--- src/rtl/alu_pkg.sv ---
// Shared definitions for the 8-bit ALU and its microprogrammed sequencer:
// opcode values, datapath widths and the sequencer state encoding.
package alu_pkg;

  localparam int DW    = 8;
  localparam int PC_W  = 4;
  localparam int INS_W = 16;

  localparam logic [3:0] ADDAB = 4'b0000;
  localparam logic [3:0] INCA  = 4'b0001;
  localparam logic [3:0] INCB  = 4'b0010;
  localparam logic [3:0] ANDAB = 4'b0011;
  localparam logic [3:0] ORAB  = 4'b0100;
  localparam logic [3:0] NEGA  = 4'b0101;
  localparam logic [3:0] SHAL  = 4'b0110;
  localparam logic [3:0] SHAR  = 4'b0111;
  localparam logic [3:0] PASSA = 4'b1000;
  localparam logic [3:0] PASSB = 4'b1001;
  localparam logic [3:0] LDI   = 4'b1010;
  localparam logic [3:0] HALT  = 4'b1111;

  typedef enum logic [2:0] {
    S_IDLE  = 3'd0,
    S_FETCH = 3'd1,
    S_EXEC  = 3'd2,
    S_WB    = 3'd3,
    S_DONE  = 3'd4
  } seq_state_t;

  function automatic logic is_alu_op(input logic [3:0] op);
    return op <= PASSB;
  endfunction

endpackage

--- src/rtl/alu_sequencer_prog_ram.sv ---
// Program store: 16x16 single write port, registered read port.
// The array is never reset so a loaded program survives rst_n; only the read register clears.
module prog_ram #(
  parameter int DEPTH = 16,
  parameter int AW    = 4,
  parameter int WW    = 16
) (
  input  logic          clk,
  input  logic          rst_n,
  input  logic          we,
  input  logic [AW-1:0] waddr,
  input  logic [WW-1:0] wdata,
  input  logic          re,
  input  logic [AW-1:0] raddr,
  output logic [WW-1:0] rdata
);

  logic [WW-1:0] mem [DEPTH];

  always_ff @(posedge clk) begin
    if (we) mem[waddr] <= wdata;
  end

  always_ff @(posedge clk or negedge rst_n) begin
    if (!rst_n)  rdata <= '0;
    else if (re) rdata <= mem[raddr];
  end

endmodule

--- src/rtl/alu_sequencer.sv ---
// Microprogrammed controller for the 8-bit ALU: fetches from prog_ram, registers
// operands/opsel toward the ALU, writes results back to a 4x8 register file.
module alu_sequencer
  import alu_pkg::*;
#(
  parameter int PROG_DEPTH = 16,
  parameter int DW         = 8
) (
  input  logic                          clk,
  input  logic                          rst_n,
  input  logic                          prog_we,
  input  logic [$clog2(PROG_DEPTH)-1:0] prog_addr,
  input  logic [15:0]                   prog_data,
  input  logic                          start,
  output logic [DW-1:0]                 alu_a,
  output logic [DW-1:0]                 alu_b,
  output logic [3:0]                    alu_opsel,
  input  logic [DW-1:0]                 alu_f,
  output logic                          busy,
  output logic                          done,
  output logic                          err,
  output logic [$clog2(PROG_DEPTH)-1:0] pc,
  input  logic [1:0]                    rd_sel,
  output logic [DW-1:0]                 rd_data,
  output seq_state_t                    fsm_state
);

  localparam int AW = $clog2(PROG_DEPTH);

  logic [15:0]   ir;
  logic [DW-1:0] regs [4];
  logic [3:0]    op;
  logic [1:0]    dst, ra, rb;
  logic [7:0]    imm;
  logic          last_pc;
  logic          ram_we;

  assign op      = ir[15:12];
  assign dst     = ir[11:10];
  assign ra      = ir[9:8];
  assign rb      = ir[7:6];
  assign imm     = ir[7:0];
  assign last_pc = (pc == AW'(PROG_DEPTH - 1));
  assign rd_data = regs[rd_sel];

  // Host writes only land while the sequencer is idle; a running program cannot be altered.
  assign ram_we = prog_we && (fsm_state == S_IDLE);

  // The RAM read register doubles as the instruction register, loaded during FETCH.
  prog_ram #(.DEPTH(PROG_DEPTH), .AW(AW), .WW(16)) u_prog_ram (
    .clk   (clk),
    .rst_n (rst_n),
    .we    (ram_we),
    .waddr (prog_addr),
    .wdata (prog_data),
    .re    (fsm_state == S_FETCH),
    .raddr (pc),
    .rdata (ir)
  );

  always_ff @(posedge clk or negedge rst_n) begin
    if (!rst_n) begin
      fsm_state <= S_IDLE;
      pc        <= '0;
      alu_a     <= '0;
      alu_b     <= '0;
      alu_opsel <= '0;
      busy      <= 1'b0;
      done      <= 1'b0;
      err       <= 1'b0;
      for (int i = 0; i < 4; i++) regs[i] <= '0;
    end else begin
      case (fsm_state)
        S_IDLE: begin
          if (start) begin
            pc        <= '0;
            err       <= 1'b0;
            busy      <= 1'b1;
            fsm_state <= S_FETCH;
          end
        end
        S_FETCH: fsm_state <= S_EXEC;
        S_EXEC: begin
          if (is_alu_op(op)) begin
            alu_opsel <= op;
            alu_a     <= regs[ra];
            alu_b     <= regs[rb];
            fsm_state <= S_WB;
          end else if (op == LDI) begin
            regs[dst] <= imm;
            if (last_pc) begin
              done      <= 1'b1;
              fsm_state <= S_DONE;
            end else begin
              pc        <= pc + AW'(1);
              fsm_state <= S_FETCH;
            end
          end else begin
            if (op != HALT) err <= 1'b1;
            done      <= 1'b1;
            fsm_state <= S_DONE;
          end
        end
        S_WB: begin
          regs[dst] <= alu_f;
          if (last_pc) begin
            done      <= 1'b1;
            fsm_state <= S_DONE;
          end else begin
            pc        <= pc + AW'(1);
            fsm_state <= S_FETCH;
          end
        end
        S_DONE: begin
          done      <= 1'b0;
          busy      <= 1'b0;
          fsm_state <= S_IDLE;
        end
        default: fsm_state <= S_IDLE;
      endcase
    end
  end

endmodule

--- config.mk ---
export PLATFORM = sky130hd
export DESIGN_NAME = alu_sequencer
export DESIGN_NICKNAME = d
export VERILOG_FILES = /design/src/rtl/alu_pkg.sv /design/src/rtl/alu_sequencer_prog_ram.sv /design/src/rtl/alu_sequencer.sv
export SDC_FILE = /design/constraint.sdc
export NUM_CORES = 1
export LEC_CHECK = 0
export BUFFER_PORTS_ARGS = -buffer_cell sky130_fd_sc_hd__buf_4
export CAP_MARGIN = 20
export CORE_MARGIN = 1
export CORE_UTILIZATION = 65
export CTS_BUF_LIST = sky130_fd_sc_hd__clkbuf_16
export DETAILED_ROUTE_END_ITERATION = 8
export PLACE_DENSITY_LB_ADDON = 0.05
export SETUP_SLACK_MARGIN = 0.02
export SYNTH_ARGS = -nofsm -noshare
export SYNTH_HDL_FRONTEND = slang
export SYNTH_SLANG_ARGS = --single-unit
export TNS_END_PERCENT = 50
--- constraint.sdc ---
create_clock -name clk -period 9.19 [get_ports clk]
set_clock_uncertainty 0.15 [all_clocks]
set_input_delay 0.4595 -clock clk [delete_from_list [all_inputs] [get_ports clk]]
set_output_delay 0.4595 -clock clk [all_outputs]
set_load 0.05 [all_outputs]
== Word level (Yosys, flattened, before mapping) ==
Memory sizes are Yosys's and may differ from the RTL's. A register that Yosys moved wholly into a read port is not among the register bits.
Cells that the tools add are included.

* Multiplexer cells: 39
* Bitwise logic cells: 4
* $lt $le $gt $ge: 6
* Reduce and logical (&&, ||, !) cells: 15
* Equal/unequal tests: 12
* $add $sub $neg: 1

{| class="wikitable"
|+ Operators by type and width
! operator !! number
|-
| bitwise mux 32 bit || 2
|-
| two-way mux 32 bit || 2
|-
| one-hot mux 32 bit (2 select lines) || 1
|-
| two-way mux 8 bit || 7
|-
| binary-select mux 8 bit (select 2 bit) || 3
|-
| demux 8 bit (select 2 bit) || 1
|-
| two-way mux 4 bit || 4
|-
| >= comparator 3 bit (second input constant) || 4
|-
| two-way mux 3 bit || 4
|-
| inverter 2 -> 3 bit || 4
|-
| one-hot mux 3 bit (4 select lines) || 1
|-
| one-hot mux 4 bit (3 select lines) || 1
|-
| two-way mux 1 bit || 10
|-
| inequality test 2 bit (second input constant) || 5
|-
| equality test 4 bit (second input constant) || 2
|-
| equality test 3 x 2 -> 1 bit (second input constant) || 2
|-
| AND reduction 2 bit || 3
|-
| nonzero test 2 bit || 3
|-
| nonzero test 3 bit || 2
|-
| AND reduction 5 bit || 1
|-
| adder 4 x 1 -> 4 bit (second input constant) || 1
|-
| less-or-equal comparator 4 bit (second input constant) || 1
|-
| inequality test 4 bit (second input constant) || 1
|-
| one-hot mux 1 bit (2 select lines) || 2
|-
| other kinds (9) || 10
|}

* Input bits: 34
* Output and inout port bits: 38
* Logic and storage cells: 90
* RAM bits: 256
* Memories: 1
* Register bits after elaboration: 62

{| class="wikitable"
|+ Memory list
! memory !! words !! width !! read ports !! clocked after memory_dff !! write ports !! RTL line !! source
|-
| u_prog_ram.mem || 16 || 16 || 1 || 1 || 1 || alu_sequencer_prog_ram.sv:18 || <nowiki>logic [WW-1:0] mem [DEPTH];</nowiki>
|}

== Longest topological paths before layout ==
* Depth after elaboration: 9
* Depth in mapped cells: 6
* Gate-level depth less buffers: 5

== By module ==
Synthesis repeated with hierarchy kept, for this count alone.

* Cell total of the unflattened synthesis: 667
* Area total of the unflattened synthesis: 13700.6 µm²

{| class="wikitable"
|+ Modules (own cells, without submodules)
! module !! cells each !! times used !! seq. area each (µm²) !! area an instance (µm²)
|-
| prog_ram || 452 || 1 || 8087.8 || 10458.8
|-
| alu_sequencer || 215 || 1 || 1551.5 || 3241.9
|}

== Worst setup path before layout ==
Ideal clock, no wire load.

* Path type: flip-flop to flip-flop
* Start: register fsm_state[1]
* End: memory u_prog_ram.mem[0][0], enable pin
* Required time: 8.631 ns
* Arrival: 2.687 ns
* Slack: 5.944 ns
* Stages on the path, launching flop included: 6
* Library setup time: 0.409 ns
* Period minus slack after synthesis: 3.246 ns
* Path buffers: 1
* Cell sequence: dfrtp_1 -> buf_4 -> nor3_2 -> nand2_1 -> or3_1 -> nor3_1

* Word-level cells in the longest chain between the ends: 4

{| class="wikitable"
|+ RTL lines
! element !! RTL line !! source
|-
| from (decl) || alu_sequencer.sv:25 || <nowiki>output seq_state_t fsm_state</nowiki>
|-
| from (signal assigned) || alu_sequencer.sv:63 || <nowiki>fsm_state <= S_IDLE;</nowiki>
|-
| from (signal assigned) || alu_sequencer.sv:79 || <nowiki>fsm_state <= S_FETCH;</nowiki>
|-
| from (signal assigned) || alu_sequencer.sv:82 || <nowiki>S_FETCH: fsm_state <= S_EXEC;</nowiki>
|-
| logical NOT 3 bit || alu_sequencer.sv:47 || <nowiki>assign ram_we = prog_we && (fsm_state == S_IDLE);</nowiki>
|-
| logical AND 1 bit || alu_sequencer.sv:47 ||
|-
| two-way mux 1 bit || alu_sequencer_prog_ram.sv:21 || <nowiki>if (we) mem[waddr] <= wdata;</nowiki>
|-
| two-way mux 1 bit (not written as such) || alu_sequencer_prog_ram.sv:21 ||
|-
| to (decl) || alu_sequencer_prog_ram.sv:18 ||
|}

No other way between the ends.

== Final worst setup path ==
* Start: register fsm_state[0]
* End: memory u_prog_ram.mem[3][9], enable pin

Same word-level chain as after synthesis.

==> impl_results.md <==
* DR WL/cell at 25.45 um
* Mapped Avg Cell Area at 18.36 um^2
* Part of the power in combinational logic at 31.5%
* # clock sinks at 334
* Io pins at 72
* Mux cell area share after synthesis at 17.79%
* CTS Buf Count at 34
* Vias in the first global route at 7,360
* Final core utilization at 76.31%
* Part of the power in registers at 41.6%
* Syn Std Cell Area at 13,570 um^2
* Critical Path Max Stage Delay at 0.65 ns
* PwrDens at 321.2 nW/um^2
* Synth unique cells at 54
* DR iter-0 viols at 571
* Ys async rst share at 23.35%
* Worst hold margin at 0.09913 ns
* Fin crit share at 31.51%
* Psw at 1.688 mW
* CP Launch Type: flip-flop
* CP required at 9.23 ns
* Root Buffer: clkbuf_16
* Leak Pwr at 5.519 nW
* Port Buffer Count at 71
* Initial antenna violation count at 0
* Final Max Tran Viols at 0
* GPL Wtd Cong at 0.8045
* Longest Clk Path Bufs at 3
* Full die area at 21,460 um^2
* DRT Wirelength at 28,630 um
* Final hold vios at 0
* N_diodes at 0
* CP arrival at 2.94 ns
* Slowest stage cell, crit path: nor3_2
* Post-synth EDFFs at 256
* Via density at 6.492
* Seq/Total Area, Yosys at 71.03%
* Routed Antenna Nets at 0
* Tot GR Track Use at 28.17%
* Cell Rows at 52
* Setup TNS at 0 ns
* Min-Delay Path Class: in -> reg
* Peak Freq at 345.3 MHz
* CTS H-tree depth at 2
* Outcome: finished, final reports clean
* DRC viols at 0
* Detailed Routing Iterations Pass 1 at 5
* Initial core utilization at 66.64%
* Final Setup Violations at 0
* First-pass GRT wire length at 43,970 um
* P&R area growth vs syn at 14.52%
* Critical path capture point type: flip-flop
* Synthesis-stage register bit count at 334
* Min Tclk post-route at 2.896 ns
* Later-pin clock latency in the skew report at 0.50 ns
* Placeable Area at 20,360 um^2
* Compound-Gate Fraction of Synth Area at 3.872%
* P_int at 3.303 mW
* Die span in y at 146.5 um
* Final #Nets at 865
* Main area contributors after synthesis: edfxtp_1, mux4_2, dfrtp_1
* Synth Flop Type: edfxtp_1
* Post-Synth Adder-Cell Area at 0.09220%
* Grt ovf at 0
* CTS tree: yes
* Net count after synthesis at 774
* Vias at 7,303
* Crit-path max FO at 17
* CP dominant cell by count: nor3_2
* Post-synthesis simple-gate area fraction at 5.348%
* Setup CP Type: reg -> reg
* Maximum VDD drop at 0.2197 mV
* Die Width at 146.5 um
* Final HPWL DP at 16,640 um
* Dominant cell type by area after synthesis: edfxtp_1
* Largest family of logic cells by synthesized area: multiplexers
* Max-cap viol count at 0
* Yosys warning count at 0
* Cell Chain, Critical Path: nor3_2 -> nand4_1 -> nor3_2 -> buf_4
* Sw frac at 33.83%
* Clock share of power at 26.8%
* Top cell type's share of synthesized area at 56.65%
* Fraction of layout cells with a size suffix above 1 at 29.94%
* Worst Tran Pin Value at 1.052 ns
* Maximum number of pins on one net before global-route repair at 79
* Post-synthesis xor/xnor area fraction at 0.06454%
* Worst rel slew slack at 29.87%
* RSZ-0062 raised after global routing: no
* Post-Syn Instances at 739
* Clock slew at the register clock pins of the worst setup and hold paths at 0.06 ns
[area by class of cell]
class	count	area, um^2
clock buffers	36	900.9
flip-flops and latches	334	9646
clock inverters	25	188.9
inverters	5	18.77
fillers	1165	4823
repair buffers	95	742.0
multi-input cells	360	3707
well taps	270	337.8
[cells in the mapped netlist (3+ instances only)]
cell,instances
mux4_2,88
or3_1,3
nand2_1,107
nor2_1,20
nand2b_1,5
o21ai_1,7
buf_1,6
o21ai_0,18
buf_6,5
edfxtp_1,256
a21oi_1,9
buf_2,18
buf_4,4
dfrtp_1,78
inv_1,4
nor3_1,5
mux2i_1,41
clkbuf_1,7
o221ai_1,15
[worst max-delay path, delay by kind of cell, from the launching register on]
| family | cells | cell delay [ns] |
|---|---|---|
| flip-flops | 1 | 0.61 |
| AND/OR/NAND/NOR | 3 | 1.45 |
| buffers and inverters | 1 | 0.37 |
[kinds of logic after synthesis]
kind of cell	after synthesis
adders and majority gates	1
AOI/OAI and AO/OA	70
and+or+nand+nor	157
buffers and inverters	45
xor gates and xnor gates	1
muxes	131
DFF	334
[power by group through the flow]
stage | Clock (mW) | Sequential (mW) | Combinational (mW)
2_1_floorplan | 0 | 2.17 | 1.10
3_3_place_gp | 0 | 2.09 | 1.54
3_5_place_dp | 0 | 2.11 | 1.57
4_1_cts | 1.36 | 2.08 | 1.58
5_1_grt | 1.42 | 2.11 | 1.68
6_report | 1.34 | 2.08 | 1.57
[layer usage]
metal | routed length, um | track usage [%]
met5 | 0 | 0
met4 | 794 | 10.36
met3 | 1987 | 4.844
met2 | 14740 | 46.67
met1 | 11100 | 38.28
[sequential cells by signal (all words and copies together) (netlist names)]
signal,flops
alu_opsel,4
err,1
regs,32
done,1
u_prog_ram.rdata,16
pc,4
alu_a,8
busy,1
fsm_state,3
alu_b,8
u_prog_ram.mem,256
[placed cells by master, fill, tap and decap left out, types with 3 or more instances in the layout]
master     netlist  layout
nor3_2           2       6
dfrtp_1         78      75
buf_4            4      91
nor2_1          20      20
mux2i_1         41      41
nand2b_1         5       5
inv_1            4      12
o221ai_1        15      15
or3_1            3       3
clkbuf_16        0      36
a21oi_1          9       9
clkinv_2         0       5
o21ai_0         18      18
bufinv_16        0       3
edfxtp_1       256     256
nand2_1        107     107
clkinv_1         0       6
o21ai_1          7       7
mux4_2          88      88
[through the flow]
stage	std cells	area, um^2	setup WS, ns	power [mW]
final	1125	15540	6.294	4.991
after global routing	1125	15540	6.088	5.210
after CTS	1122	15490	6.250	5.017
after detailed placement	1060	14390	6.277	3.680
after global placement	1060	14390	6.310	3.631
after floorplan	739	13570	5.944	3.268
[what timing repair did]
item,in CTS,in global routing
buffers inserted,0,0
hold endpoints to repair,1,35
resized for setup,0,0
hold buffers,1,1
[final timing paths]
| kind | startpoint | end | slack, ns | cells after the start |
|---|---|---|---|---|
| worst max-delay path | fsm_state[0]$_DFFE_PN0P_ | u_prog_ram.mem[3][9]$_DFFE_PP_ | 6.29 | 4 |
| worst min-delay path | prog_data[4] | u_prog_ram.mem[12][4]$_DFFE_PP_ | 0.1 | 1 |
| worst max register to register | fsm_state[0]$_DFFE_PN0P_ | u_prog_ram.mem[3][9]$_DFFE_PP_ | 6.29 | 4 |
| worst min register to register | alu_a[3]$_DFFE_PN0P_ | alu_a[3]$_DFFE_PN0P_ | 0.33 | 2 |
| max in group asynchronous | rst_n | u_prog_ram.rdata[8]$_DFFE_PN0P_ | 8.10 | 3 |
| min in group asynchronous | rst_n | fsm_state[2]$_DFFE_PN0P_ | 0.19 | 2 |
No activity file was read; power rests on OpenSTA's default activity.
